--- config.mk ---
export PLATFORM = sky130hd
export DESIGN_NAME = alu_ctrl_issue
export DESIGN_NICKNAME = d
export VERILOG_FILES = /design/src/rtl/alu_ctrl_issue.sv
export SDC_FILE = /design/constraint.sdc
export NUM_CORES = 1
export LEC_CHECK = 0
export CAP_MARGIN = 25
export CORE_UTILIZATION = 24
export DETAILED_ROUTE_END_ITERATION = 16
export GPL_TIMING_DRIVEN = 0
export HOLD_SLACK_MARGIN = 0.12
export PLACE_DENSITY = 0.82
export SLEW_MARGIN = 20
export SYNTH_ARGS = -nofsm -noshare
export SYNTH_HDL_FRONTEND = slang
export SYNTH_SLANG_ARGS = --single-unit
export TNS_END_PERCENT = 50
--- constraint.sdc ---
create_clock -name clk -period 2.65 [get_ports clk]
set_input_delay 0.795 -clock clk [delete_from_list [all_inputs] [get_ports clk]]
set_output_delay 0.795 -clock clk [all_outputs]
set_load 0.02 [all_outputs]
--- src/rtl/alu_ctrl_issue.sv ---
// ALU control decode with a one-entry issue register and an optional 32-cycle shift-add multiplier.
// Define ALUCTL_MULT_EN to enable MULT/MULTU and the hi/lo product registers.

module alu_ctrl_issue (
   input  logic        clk,
   input  logic        rst_n,
   input  logic [1:0]  aluop,
   input  logic [5:0]  funct,
   input  logic        req_valid,
   output logic        req_ready,
   input  logic [31:0] data_a,
   input  logic [31:0] data_b,
   output logic        op_valid,
   input  logic        op_ready,
   output logic [3:0]  operation,
   output logic        illegal,
   output logic [31:0] hi,
   output logic [31:0] lo,
   output logic        mult_done
);

   localparam logic [3:0] OP_AND = 4'b0000;
   localparam logic [3:0] OP_OR  = 4'b0001;
   localparam logic [3:0] OP_ADD = 4'b0010;
   localparam logic [3:0] OP_SUB = 4'b0110;
   localparam logic [3:0] OP_SLT = 4'b0111;
   localparam logic [3:0] OP_NOR = 4'b1100;

`ifdef ALUCTL_MULT_EN
   typedef enum logic [1:0] {EMPTY = 2'd0, FULL = 2'd1, MUL = 2'd2} state_t;
`else
   typedef enum logic [1:0] {EMPTY = 2'd0, FULL = 2'd1} state_t;
`endif

   state_t     state;
   state_t     next_state;
   logic       accept;
   logic       drain;
   logic       alu_accept;
   logic [3:0] dec_op;
   logic       dec_ill;

`ifdef ALUCTL_MULT_EN
   logic        dec_mul;
   logic        dec_signed;
   logic [5:0]  count;
   logic [63:0] prod;
   logic [31:0] mcand;
   logic        negate;
   logic [31:0] abs_a;
   logic [31:0] abs_b;
   logic [63:0] prod_step;
   logic [63:0] prod_final;
   logic [31:0] hi_q;
   logic [31:0] lo_q;

   // Adds the multiplicand into the upper half when the current multiplier bit is set, then shifts right.
   function automatic logic [63:0] mul_step(input logic [63:0] p, input logic [31:0] m);
      logic [32:0] sum;
      sum = {1'b0, p[63:32]} + {1'b0, (p[0] ? m : 32'd0)};
      return {sum, p[31:1]};
   endfunction
`endif

   assign accept = req_valid & req_ready;
   assign drain  = op_valid & op_ready;

   always_comb begin
      dec_op  = OP_ADD;
      dec_ill = 1'b0;
`ifdef ALUCTL_MULT_EN
      dec_mul    = 1'b0;
      dec_signed = 1'b0;
`endif
      case (aluop)
         2'b00: dec_op = OP_ADD;
         2'b01: dec_op = OP_SUB;
         2'b10: begin
            case (funct)
               6'b100000: dec_op = OP_ADD;
               6'b100010: dec_op = OP_SUB;
               6'b100100: dec_op = OP_AND;
               6'b100101: dec_op = OP_OR;
               6'b101010: dec_op = OP_SLT;
               6'b100111: dec_op = OP_NOR;
`ifdef ALUCTL_MULT_EN
               6'b011000: begin
                  dec_mul    = 1'b1;
                  dec_signed = 1'b1;
               end
               6'b011001: dec_mul = 1'b1;
`endif
               default:   dec_ill = 1'b1;
            endcase
         end
         default: dec_ill = 1'b1;
      endcase
   end

`ifdef ALUCTL_MULT_EN
   assign alu_accept = accept & ~dec_mul;
`else
   assign alu_accept = accept;
`endif

   always_ff @(posedge clk or negedge rst_n) begin
      if (!rst_n) begin
         state <= EMPTY;
      end else begin
         state <= next_state;
      end
   end

   // A request is only ever accepted while the issue register is empty or draining, so accept implies a free slot.
   always_comb begin
      next_state = state;
      case (state)
         EMPTY: begin
            if (accept) begin
               next_state = FULL;
`ifdef ALUCTL_MULT_EN
               if (dec_mul) next_state = MUL;
`endif
            end
         end
         FULL: begin
            if (accept) begin
               next_state = FULL;
`ifdef ALUCTL_MULT_EN
               if (dec_mul) next_state = MUL;
`endif
            end else if (drain) begin
               next_state = EMPTY;
            end
         end
`ifdef ALUCTL_MULT_EN
         MUL: begin
            if (count == 6'd32) next_state = EMPTY;
         end
`endif
         default: next_state = EMPTY;
      endcase
   end

   always_comb begin
      req_ready = 1'b0;
      op_valid  = 1'b0;
      mult_done = 1'b0;
      case (state)
         EMPTY: req_ready = 1'b1;
         FULL: begin
            req_ready = op_ready;
            op_valid  = 1'b1;
         end
`ifdef ALUCTL_MULT_EN
         MUL: mult_done = (count == 6'd32);
`endif
         default: ;
      endcase
   end

   always_ff @(posedge clk or negedge rst_n) begin
      if (!rst_n) begin
         operation <= OP_ADD;
         illegal   <= 1'b0;
      end else if (alu_accept) begin
         operation <= dec_op;
         illegal   <= dec_ill;
      end
   end

`ifdef ALUCTL_MULT_EN
   // Signed multiply runs on magnitudes; the sign is restored when the last iteration is written to hi/lo.
   assign abs_a      = (dec_signed && data_a[31]) ? (32'd0 - data_a) : data_a;
   assign abs_b      = (dec_signed && data_b[31]) ? (32'd0 - data_b) : data_b;
   assign prod_step  = mul_step(prod, mcand);
   assign prod_final = negate ? (64'd0 - prod_step) : prod_step;

   // The first iteration is folded into the accept edge so the 32nd lands one cycle before leaving MUL.
   always_ff @(posedge clk or negedge rst_n) begin
      if (!rst_n) begin
         prod   <= 64'd0;
         mcand  <= 32'd0;
         negate <= 1'b0;
         count  <= 6'd0;
         hi_q   <= 32'd0;
         lo_q   <= 32'd0;
      end else if (accept && dec_mul) begin
         prod   <= mul_step({32'd0, abs_b}, abs_a);
         mcand  <= abs_a;
         negate <= dec_signed & (data_a[31] ^ data_b[31]);
         count  <= 6'd1;
      end else if (state == MUL) begin
         if (count == 6'd31) begin
            hi_q  <= prod_final[63:32];
            lo_q  <= prod_final[31:0];
            count <= 6'd32;
         end else if (count == 6'd32) begin
            count <= 6'd0;
         end else begin
            prod  <= prod_step;
            count <= count + 6'd1;
         end
      end
   end

   assign hi = hi_q;
   assign lo = lo_q;
`else
   logic unused_operands;

   // Operands only feed the multiplier, which is absent in this build.
   assign unused_operands = ^{data_a, data_b};
   assign hi = 32'd0;
   assign lo = 32'd0;
`endif

endmodule

== Word level (Yosys, flattened, before mapping) ==
Index checks and enable logic that the tools add are counted.

* Bitwise gates (word level): 2
* Multiplexer cells: 10
* Reduce and logical (&&, ||, !) cells: 5
* Eq/ne operators: 11

{| class="wikitable"
|+ Operator list
! operator !! count
|-
| $eq A6 B6 Y1 const B || 6
|-
| $pmux W4 S5 || 1
|-
| $pmux W4 S2 || 1
|-
| $mux W2 || 3
|-
| $reduce_or A6 Y1 || 1
|-
| $eq A2 B1 Y1 const B || 2
|-
| $logic_not A2 Y1 || 2
|-
| $pmux W1 S2 || 2
|-
| $pmux W2 S2 || 1
|-
| $ne A3 B3 Y1 const B || 1
|-
| $and A1 B1 Y1 || 2
|-
| $eq A2 B2 Y1 const B || 1
|-
| $mux W1 || 2
|-
| $ne A2 B2 Y1 const B || 1
|-
| $reduce_and A2 Y1 || 1
|-
| $reduce_or A2 Y1 || 1
|}

* Flip-flop bits (word level): 7
* Output and inout bits: 72
* Bits of input ports: 76
* Logic and storage cells: 31

== Depth between registers and ports, before layout ==
* Depth in word-level cells: 6
* Mapped depth: 5

== Worst setup path after synthesis ==
OpenSTA, ideal clock, no wires.

* Path type: input-to-output
* Start point: input op_ready
* End point: output req_ready
* Arrival time: 1.029 ns
* Path slack: 0.826 ns
* Path buffers: 0
* Required time: 1.855 ns
* Stages: 2
* Cells stage by stage: nor2b_4 inv_4

* Cells in the longest elaborated chain, start to end: 1

{| class="wikitable"
|+ RTL lines
! element !! RTL line !! text
|-
| from (decl) || 14 || <nowiki>input logic op_ready,</nowiki>
|-
| $pmux W1 S2 || 149 || <nowiki>case (state)</nowiki>
|-
| to (decl) || 10 || <nowiki>output logic req_ready,</nowiki>
|}

Every way passes these cells.

== Worst setup path after layout ==
Ends and elaborated chain as after synthesis.

==> results.yml <==
detailed_routing:
  dr.pass1.iters: 4
  wl_mm: 1.61
  postRouteAntennaNets: 0
  wl_per_cell_um: 6.56
  drc: 0
  vias_per_cell: 3.12
  drt_iter0_drc: 41
  num_vias: 765
layout:
  nets: 277
  final_common_cell: "buf_4"
  fin_util_pct: 39.8
  antenna_cells: 0
  area_growth_syn_to_layout_pct: 56.9
  drive_above_1_share_pct: 40.1
  stdcell_count: 245
  final_cell_mix: "66 x buf_4, 65 x conb_1, 17 x clkdlybuf4s50_1, 5 x dfrtp_1, 4 x inv_1"
  final_cell_area_um2: 1470
worst_setup_path:
  crit_arrival_ps: 1790
  cp_max_fo: 6
  rr_startpoint: "state[0]"
  worstRegToRegCells: 4
  crit_path_end_kind: "primary output"
  r2r-end: "operation[3]"
  r2r_slack_ps: 1530
  startpoint_type: "input port"
  path_class: "input port to primary output"
  crit_required_ps: 1860
global_route:
  grt_max_degree: 7
  grt_overflow: 0
  grt_usage_pct: 7.77
  antenna_found_initial: 0
  grt_pass1_vias: 630
  grt_pass1_wl_mm: 2.52
min_path:
  min_from: "operation[0]"
  min_to: "operation[0]"
  min_path_cells: 1
  hold_class: "flop to flop"
die:
  die_h_um: 64.4
  dieWidth_um: 64.4
  pin_count: 148
  num_rows: 22
  coreArea_um2: 3690
  dieArea_um2: 4150
  initial_core_util_pct: 25.3
place:
  dp.cells: 240
  hpwl_mm: 1.44
  placed_area_um2: 1420
  place.gp.congestion: 0.791
  io_buffers: 18
synth:
  ys_ff_latch: 6
  avgSynthCellArea_um2: 8.50
  synth_seq_area_share_pct: 16.2
  ys_types: 30
  synth_area_um2: 935
  yosysWarnings: 0
  syn_inst: 110
power:
  power_leakage_nw: 0.861
  irDropWorstVdd_v: 0.000164
  power.total_mw: 0.491
  p_per_area_nw_per_um2: 335
sta:
  setup_tns_ps: 0
  setup_violations: 0
  final_hold_viol_count: 0
  period_share_pct: 97.6
  rsz0062_at_grt: "no"
  finalCriticalPeriod_ps: 2590
  fin_skew_ps: 7.08
  slew_viol_final: 0
  fmax_mhz: 387
status:
  outcome: "completed"
clock_tree:
  cts_htree_levels: 1
  clock-sinks: 6
  clock_latency_ps: 220
  clk_pin_slew_ps: 40
  cts_made_buffers: 3
  root_buffer: "clkbuf_8"
  clockBufferDepth: 2
  cts_tree: "yes"
run:
  max-cap-violations: 0
kinds of logic after synthesis:
logic type / synth area share (%)
adder cells (fa/ha/maj): 4.02
AO/OA/AOI/OAI: 12.0
other: 0.401
buffers and inverters: 54.9
flip-flops: 16.2
multiplexers: 1.20
AND/OR/NAND/NOR: 11.2
flip-flops by register name, indices dropped and copies added, names as in the netlist:
register	cells
illegal	1
operation	4
state	1
worst max path at each step:
stage                         from        end  slack, ps  cells after the start
after global routing      op_ready  req_ready         30                      4
after CTS                 op_ready  req_ready         60                      4
after global placement    op_ready  req_ready       -220                      4
after floorplan           op_ready  req_ready        830                      2
after detailed placement  op_ready  req_ready       -220                      4
final                     op_ready  req_ready         60                      4
cells in the mapped netlist (all sizes together):
master / instances / area (um^2)
a211oi: 1 / 7.51
a21oi: 2 / 10.0
a22o: 2 / 17.5
a22oi: 1 / 7.51
a41oi: 1 / 8.76
and3: 1 / 11.3
buf: 65 / 488
conb: 1 / 3.75
dfrtp: 5 / 125
dfstp: 1 / 26.3
ha: 3 / 37.5
inv: 6 / 25.0
mux2: 1 / 11.3
nand2: 3 / 13.8
nand2b: 1 / 6.26
nand3b: 2 / 15.0
nand4b: 1 / 8.76
nor2: 2 / 7.51
nor2b: 3 / 26.3
nor3: 1 / 10.0
nor4: 1 / 6.26
o21ai: 2 / 10.0
o21ba: 1 / 10.0
o2bb2ai: 1 / 8.76
o41ai: 2 / 32.5
report_power, final:
part	leakage, nW	total, mW	switching [mW]	internal (mW)
Clock	0.0228	0.144	0.0400	0.104
Sequential	0.0735	0.104	0.00376	0.100
Combinational	0.764	0.244	0.135	0.109
Total	0.861	0.491	0.179	0.313
what timing repair did:
item / in CTS / in global routing
setup endpoints to repair: 1 / 0
hold buffers: 0 / 0
buffers inserted: 1 / 0
gates resized for setup: 1 / 0
layer usage:
layer / up-vias / share of wire, % / global-route usage [%]
met3: 0 / 16 / 3.04
met5: - / 0 / 0
met2: 64 / 46 / 14.6
met4: 0 / 0 / 1.67
met1: 296 / 38 / 8.00
li1: 405 / - / -
layout make-up:
type | count | area (um^2)
Inverter | 6 | 25.0
Fill cell | 385 | 2220
Timing Repair Buffer | 19 | 186
Sequential cell | 6 | 151
Tap cell | 48 | 60.1
Multi-Input combinational cell | 97 | 510
Buffer | 65 | 488
Clock buffer | 4 | 45.0
worst max-delay path, cell delays in order:
cell and delay (ps):
clkdlybuf4s50_1 450, nor2b_4 170, inv_4 60, dlygate4sd2_1 320
per-stage QoR:
| step | setup slack (ps) | hold slack [ps] |
|---|---|---|
| after floorplan | 826 | 499 |
| after global placement | -216 | 495 |
| after detailed placement | -225 | 504 |
| after CTS | 55.9 | 513 |
| after global routing | 25.1 | 537 |
| final | 64.5 | 502 |
(Power assumes the default switching activity.)
